File: src/rtl/delay_request_initiator.sv
// Initiator for the single-outstanding request/ready latency handshake: issues one request pulse per command,
// measures responder latency, enforces a timeout, flags stray ready. Optional statistics: INITIATOR_LAT_STATS_EN.
module delay_request_initiator #(
    parameter int TAG_W      = 4,
    parameter int LAT_W      = 8,
    parameter int TIMEOUT    = 64,
    parameter int GAP_CYCLES = 0
) (
    input  logic             clk,
    input  logic             reset_n,
    input  logic             cmd_valid,
    output logic             cmd_ready,
    input  logic [TAG_W-1:0] cmd_tag,
    output logic             request,
    input  logic             ready,
    output logic             busy,
    output logic             done,
    output logic [TAG_W-1:0] done_tag,
    output logic [LAT_W-1:0] done_latency,
    output logic             done_timeout,
`ifdef INITIATOR_LAT_STATS_EN
    input  logic             stat_clear,
    output logic [15:0]      stat_count,
    output logic [LAT_W-1:0] stat_max,
    output logic [LAT_W-1:0] stat_min,
    output logic [7:0]       stat_timeouts,
`endif
    output logic             spurious
);

    typedef enum logic [1:0] {IDLE, ISSUE, WAIT, GAP} state_t;

    localparam int GAP_LAST_I = (GAP_CYCLES > 0) ? GAP_CYCLES - 1 : 0;
    localparam int GAP_W      = (GAP_LAST_I > 0) ? $clog2(GAP_LAST_I + 1) : 1;
    localparam logic [GAP_W-1:0] GAP_LAST    = GAP_W'(GAP_LAST_I);
    localparam logic [LAT_W-1:0] TIMEOUT_CNT = LAT_W'(TIMEOUT);

    state_t             state;
    logic [LAT_W-1:0]   lat_cnt;
    logic [GAP_W-1:0]   gap_cnt;
    logic [TAG_W-1:0]   tag_q;
    logic               finish;

    // NOTE: cmd_ready is gated by reset_n so no command is accepted while reset is held.
    assign cmd_ready = (state == IDLE) && reset_n;
    assign busy      = (state != IDLE);
    assign finish    = (state == WAIT) && (ready || (lat_cnt == TIMEOUT_CNT));

    // NOTE: all state and registered outputs use non-blocking assignments so every register samples pre-edge values.
    always_ff @(posedge clk or negedge reset_n) begin
        if (!reset_n) begin
            state        <= IDLE;
            lat_cnt      <= '0;
            gap_cnt      <= '0;
            tag_q        <= '0;
            request      <= 1'b0;
            done         <= 1'b0;
            done_tag     <= '0;
            done_latency <= '0;
            done_timeout <= 1'b0;
            spurious     <= 1'b0;
        end else begin
            request  <= 1'b0;
            done     <= 1'b0;
            spurious <= ready && (state != WAIT);
            case (state)
                IDLE: begin
                    if (cmd_valid) begin
                        tag_q   <= cmd_tag;
                        lat_cnt <= LAT_W'(1);
                        request <= 1'b1;
                        state   <= ISSUE;
                    end
                end
                ISSUE: begin
                    lat_cnt <= lat_cnt + LAT_W'(1);
                    state   <= WAIT;
                end
                WAIT: begin
                    if (finish) begin
                        // ready in the TIMEOUT cycle still counts as a success
                        done         <= 1'b1;
                        done_tag     <= tag_q;
                        done_latency <= lat_cnt;
                        done_timeout <= !ready;
                        gap_cnt      <= '0;
                        state        <= (GAP_CYCLES > 0) ? GAP : IDLE;
                    end else begin
                        lat_cnt <= lat_cnt + LAT_W'(1);
                    end
                end
                GAP: begin
                    if (gap_cnt == GAP_LAST) state <= IDLE;
                    else                     gap_cnt <= gap_cnt + GAP_W'(1);
                end
                default: state <= IDLE;
            endcase
        end
    end

`ifdef INITIATOR_LAT_STATS_EN
    always_ff @(posedge clk or negedge reset_n) begin
        if (!reset_n) begin
            stat_count    <= '0;
            stat_max      <= '0;
            stat_min      <= '1;
            stat_timeouts <= '0;
        end else if (stat_clear) begin
            stat_count    <= '0;
            stat_max      <= '0;
            stat_min      <= '1;
            stat_timeouts <= '0;
        end else if (finish) begin
            if (ready) begin
                if (stat_count != 16'hFFFF) stat_count <= stat_count + 16'd1;
                if (lat_cnt > stat_max)     stat_max   <= lat_cnt;
                if (lat_cnt < stat_min)     stat_min   <= lat_cnt;
            end else if (stat_timeouts != 8'hFF) begin
                stat_timeouts <= stat_timeouts + 8'd1;
            end
        end
    end
`else
    // Statistics disabled: the core carries no extra state.
`endif

endmodule

File: config.mk
export PLATFORM = sky130hd
export DESIGN_NAME = delay_request_initiator
export DESIGN_NICKNAME = d
export VERILOG_FILES = /design/src/rtl/delay_request_initiator.sv
export SDC_FILE = /design/constraint.sdc
export NUM_CORES = 1
export LEC_CHECK = 0
export CAP_MARGIN = 25
export CELL_PAD_IN_SITES_DETAIL_PLACEMENT = 1
export CELL_PAD_IN_SITES_GLOBAL_PLACEMENT = 2
export CORE_ASPECT_RATIO = 1.75
export CORE_MARGIN = 1
export CORE_UTILIZATION = 30
export DETAILED_ROUTE_END_ITERATION = 6
export GPL_TIMING_DRIVEN = 0
export PLACE_DENSITY = 0.69
export REMOVE_ABC_BUFFERS = 1
export SYNTH_ARGS = -nofsm -noshare
export SYNTH_HDL_FRONTEND = slang
export SYNTH_SLANG_ARGS = --single-unit
File: constraint.sdc
create_clock -name clk -period 2 [get_ports clk]
set_clock_uncertainty 0.2 [all_clocks]
set_input_delay 0.3 -clock clk [delete_from_list [all_inputs] [get_ports clk]]
set_output_delay 0.3 -clock clk [all_outputs]
set_load 0.02 [all_outputs]
* Word level (Yosys, flattened, before mapping)
Cells that the tools add are included.
** Storage, ports and cells
- Register bits after elaboration :: 31
- Bits in latches :: 0
- RAM bits :: 0
- Bits in read-only memories :: 0
- Bits of input ports :: 8
- Memories :: 0
** Operators by class
- Add/subtract/negate cells :: 2
- Multipliers :: 0
- Div/mod/pow operators :: 0
- $lt $le $gt $ge :: 0
- Equality and inequality tests :: 9
- Shift operators :: 0
- Multiplexer cells :: 14
- Bitwise operators :: 0
- Reduce and logical (&&, ||, !) cells :: 14
** Operator list (number)
- $pmux W8 S3 :: 1
- $mux W8 :: 2
- $ne A2 B2 Y1 const B :: 5
- $add A8 B1 Y8 const B :: 1
- $eq A8 B7 Y1 const B :: 1
- $pmux W2 S4 :: 1
- $mux W1 :: 6
- $mux W2 :: 3
- $reduce_and A2 Y1 :: 3
- $reduce_and A3 Y1 :: 2
- $eq A2 B2 Y1 const B :: 2
- $reduce_bool A2 Y1 :: 2
- $logic_and A1 B1 Y1 :: 3
- $reduce_bool A3 Y1 :: 1
- $eq A2 B1 Y1 const B :: 1
- $logic_not A2 Y1 :: 1
- $pmux W1 S2 :: 1
- $add A1 B1 Y1 const B :: 1
- $logic_not A1 Y1 :: 1
- $logic_or A1 B1 Y1 :: 1

* Depth between registers and ports, before layout
Gate-level depths: netlist of run 1.
- Word-level depth :: 5
- Mapped depth :: 7
- Depth with buffers taken out :: 6

* Least setup slack after synthesis of run 1
OpenSTA, ideal clock, no wires.
- Kind :: register to register
- Start :: register lat_cnt[0]
- End :: register done_latency[6]
- Library setup time :: 125 ps
- Data arrival time :: 1603 ps
- Data required time :: 1675 ps
- Slack :: 72 ps
- Stages on the path, launching flop included :: 8
- Path buffers :: 1
- Path through :: dfrtp_1 > inv_1 > ha_1 > and4bb_1 > a21oi_4 > nand2b_4 > buf_6 > mux2_4
** Between the ends
- Longest elaborated chain between the ends :: 4
** RTL lines
- from (decl) :: line 39 : logic [LAT_W-1:0] lat_cnt;
- from (signal assigned) :: line 76 : lat_cnt <= lat_cnt + LAT_W'(1);
- from (signal assigned) :: line 89 : lat_cnt <= lat_cnt + LAT_W'(1);
- $eq A8 B7 Y1 :: line 47 : assign finish = (state == WAIT) && (ready || (lat_cnt == TIMEOUT_CNT));
- $logic_or A1 B1 Y1 :: line 47
- $logic_and A1 B1 Y1 :: line 47
- $reduce_and A2 Y1 (no source line)
- to (signal assigned) :: line 84 : done_latency <= lat_cnt;
- to (decl) :: line 19 : output logic [LAT_W-1:0] done_latency,
No other way between the ends.
A chain may end at the register's enable or synchronous reset.

* Worst setup path in the final report of run 1
- Start :: register state[0]
- End :: register lat_cnt[2]
** Between the ends
- Longest elaborated chain between the ends :: 4
- Elaborated cells between the ends (all ways) :: 9
- Those cells by class :: 4 x eq/ne; 1 x mux; 4 x reduce/logical
** RTL lines
- from (decl) :: line 38 : state_t state;
- from (signal assigned) :: line 87 : state <= (GAP_CYCLES > 0) ? GAP : IDLE;
- $eq A2 B2 Y1 :: line 47, 66
- $logic_and A1 B1 Y1 :: line 47
- $ne A2 B2 Y1 (no source line)
- $reduce_and A3 Y1 (no source line)
Several ways; a longest one is shown, not always the timed one.

==> results of run 1 <==
==> registers in the layout, summed over array words and instances (netlist names), 2 cells and up <==
register and cells:
done_latency 8, lat_cnt 8, done_tag 4, tag_q 4, state 2
==> cell usage in the layout, fill, tap and decap left out, types with 2 or more instances in the layout <==
cell             synthesis  routed
dfrtp_1                 30      30
clkdlybuf4s50_1          0      22
o21ai_0                 12      12
inv_1                   11       8
buf_4                    0       8
nand2_1                  6       6
mux2_2                   6       6
mux2_4                   4       6
ha_1                     7       6
clkbuf_8                 0       6
a32o_1                   5       5
o211ai_1                 4       4
nor2_1                   5       4
nand3_1                  3       3
inv_2                    0       2
a21oi_4                  1       2
nand2b_4                 1       2
nor2b_1                  3       2
mux2_1                   4       2
nor3_1                   2       2
o221ai_1                 2       2
o2111ai_1                2       2
bufinv_16                0       2
dlygate4sd3_1            0       2
==> critical path: cells and delay by family, from the launching register on <==
family                     cells  cell delay (ps)
adders and majority gates      1              350
AOI/OAI and AO/OA              2              580
DFF                            1              420
buffers and inverters          2              300
==> layout make-up <==
| type | count | share of cell area |
|---|---|---|
| Sequential cell | 30 | 0.369 |
| Multi-Input combinational cell | 76 | 0.328 |
| Clock inverter | 2 | 0.0295 |
| Timing Repair Buffer | 37 | 0.179 |
| Clock buffer | 6 | 0.0406 |
| Tap cell | 52 | 0.0320 |
| Inverter | 11 | 0.0221 |
==> what timing repair did <==
action,in CTS,in global routing
endpoints found under the setup margin,26,15
hold endpoints to repair,15,0
setup buffers,8,1
gates resized for setup,14,8
pin swaps,1,1
gates cloned,1,0
hold buffers,2,0
==> cell families after synthesis <==
family / count (synthesis) / share of synthesized area
DFF: 30 / 0.523
AOI/OAI and AO/OA: 29 / 0.147
and+or+nand+nor: 24 / 0.0932
buffers and inverters: 16 / 0.0488
muxes: 15 / 0.127
adders and majority gates: 7 / 0.0610
==> how the worst max path moves through the flow <==
stage                      end  slack, ps
2_1_floorplan  done_latency[2]        -20
3_3_place_gp         cmd_ready      -1100
3_5_place_dp         cmd_ready       -790
4_1_cts               state[1]        -10
5_1_grt             lat_cnt[2]         -7
6_report            lat_cnt[2]         30
==> routing by layer <==
metal | vias up | global-route usage
li1 | 511 | -
met1 | 579 | 0.172
met2 | 25 | 0.296
met3 | 14 | 0.0309
met4 | 0 | 0.132
met5 | - | 0
==> power by group through the flow <==
stage          clock (µW)  combinational [µW]  sequential [µW]
6_report              763                1430              950
5_1_grt               805                1560              971
4_1_cts               779                1380              948
3_5_place_dp            0                1250              966
3_3_place_gp            0                1190              947
2_1_floorplan           0                 667             1060
==> stage by stage <==
stage | util | TNS [ps]
after floorplan | - | -82.8
after global placement | 0.373 | -7990
after detailed placement | 0.379 | -5570
after CTS | 0.434 | -10.7
after global routing | 0.440 | -11.0
final | 0.440 | 0
==> results.sh, run 1 <==
export IMPL_synth_common_cells="dfrtp_1 (30), o21ai_0 (12), inv_1 (11)"
export IMPL_avgSynthCellArea_um2=11.9
export IMPL_final_area_um2=2030
export IMPL_met1_length_um=1260
export IMPL_worstPathRequired_ps=1970
export IMPL_dp_slack_ps=-786
export IMPL_htree_num_levels=2
export IMPL_yosysTopAreaCell="dfrtp_1"
export IMPL_setup_viol=0
export IMPL_crit_path_end_kind="flip-flop"
export IMPL_async_flop_share=1.00
export IMPL_drive_above_1_share=0.272
export IMPL_rows=33
export IMPL_netlist_area_um2=1440
export IMPL_root_buffer="clkbuf_8"
export IMPL_p_sw_frac=0.358
export IMPL_yosysSeqAreaShare=0.523
export IMPL_clk_insertion_delay_late_ps=280
export IMPL_period_share=0.985
export IMPL_place_inst=194
export IMPL_grt_pass1_wl_um=6160
export IMPL_cpMaxStageDelayCell="dfrtp_1"
export IMPL_intPower_uw=2020
export IMPL_p_leak_uw=0.000924
export IMPL_die_width_um=54.3
export IMPL_worstHoldStart="done_latency[2]"
export IMPL_highest_layer="met4"
export IMPL_num_vias=1129
export IMPL_clk_pin_slew_ps=70
export IMPL_synthToLayoutAreaGrowth_pct=41.6
export IMPL_startpoint="state[0]"
export IMPL_worst_pin_slew_ps=691
export IMPL_r2r_start="state[0]"
export IMPL_fp_dieArea_um2=5080
export IMPL_crit_path_start_kind="flip-flop"
export IMPL_route_met3_wl_um=104
export IMPL_final_nets=176
export IMPL_clockPowerShare=0.243
export IMPL_arrival_ps=1940
export IMPL_ys_flop_type="dfrtp_1"
export IMPL_placed_cell_area_um2=1750
export IMPL_fin_hold_ws_ps=303
export IMPL_antenna_found_initial=0
export IMPL_fill_cells=509
export IMPL_wl_met2_um=2110
export IMPL_drc=0
export IMPL_hold_end="done_latency[2]"
export IMPL_clk_path_buf_depth=2
export IMPL_slowest_delay_ps=420
export IMPL_grt_pass1_vias=1289
export IMPL_r2r_end="lat_cnt[2]"
export IMPL_start_util=0.311
export IMPL_gp_congestion=0.814
export IMPL_ant_nets=0
export IMPL_ys_warn_count=0
export IMPL_finalCriticalPeriod_ps=1970
export IMPL_wl_um=3660
export IMPL_synth_most_common_cell="dfrtp_1"
export IMPL_port_buffers=25
export IMPL_clock_sinks=30
export IMPL_ys_seq_elements=30
export IMPL_max_cap_viol_count=0
export IMPL_post_drt_wl_per_cell_um=17.1
export IMPL_multi_input_area_um2=667
export IMPL_vdd_drop_max_mv=0.954
export IMPL_worst_r2r_cell_count=5
export IMPL_chipHeight_um=93.5
export IMPL_max_freq_ghz=0.508
export IMPL_worstPathCellList="inv_1 -> ha_2 -> clkinvlp_4 -> o21a_2 -> a32o_1"
export IMPL_synth_top_area_frac=0.523
export IMPL_status="finished, final reports clean"
export IMPL_instances_no_fill=214
export IMPL_ys_top_cells_by_area="dfrtp_1 (52%), ha_1 (6.1%), mux2_2 (4.7%), o21ai_0 (4.2%), mux2_4 (4.2%)"
export IMPL_finalPower_uw=3140
export IMPL_r2r_slack_ps=30
export IMPL_synthDistinctLibCells=28
export IMPL_tritoncts="built"
export IMPL_track_usage=0.173
export IMPL_power_switching_uw=1130
export IMPL_n_antenna_cell=0
export IMPL_timing_worst_setup_path_type="flip-flop to flip-flop"
export IMPL_grt_max_degree=16
export IMPL_hp_class="flip-flop to flip-flop"
export IMPL_setup_slack_ps=30.7
export IMPL_crit_path_max_fanout=8
export IMPL_coreArea_um2=4620
export IMPL_seqCellArea_um2=751
export IMPL_cts_made_buffers=5
export IMPL_via_per_inst=5.28
export IMPL_relSlewSlack=0.538
export IMPL_combPwrFrac=0.455
export IMPL_syn_inst=121
export IMPL_rsz0062_at_grt="true"
export IMPL_p_seq_frac=0.302
export IMPL_drv_slew=0
export IMPL_num_io_pins=26
export IMPL_grt_overflow_total=0
export IMPL_p_per_area_nw_per_um2=1540
export IMPL_hold_depth=1
export IMPL_dp_hpwl_um=2420
export IMPL_synth_edf_count=0
export IMPL_dr_first_iter_drc_count=15
export IMPL_hold_viol=0
export IMPL_dr_pass1_iters=4
(Power assumes the default switching activity.)
==> run 2: changes to the inputs <==
--- a/config.mk
+++ b/config.mk
@@ -9,7 +9,6 @@
 export CELL_PAD_IN_SITES_DETAIL_PLACEMENT = 1
 export CELL_PAD_IN_SITES_GLOBAL_PLACEMENT = 2
 export CORE_ASPECT_RATIO = 1.75
-export CORE_MARGIN = 1
 export CORE_UTILIZATION = 30
 export DETAILED_ROUTE_END_ITERATION = 6
 export GPL_TIMING_DRIVEN = 0
==> results of run 2 <==
Same layout as run 1: the final DEF is identical, and so are final timing and power.
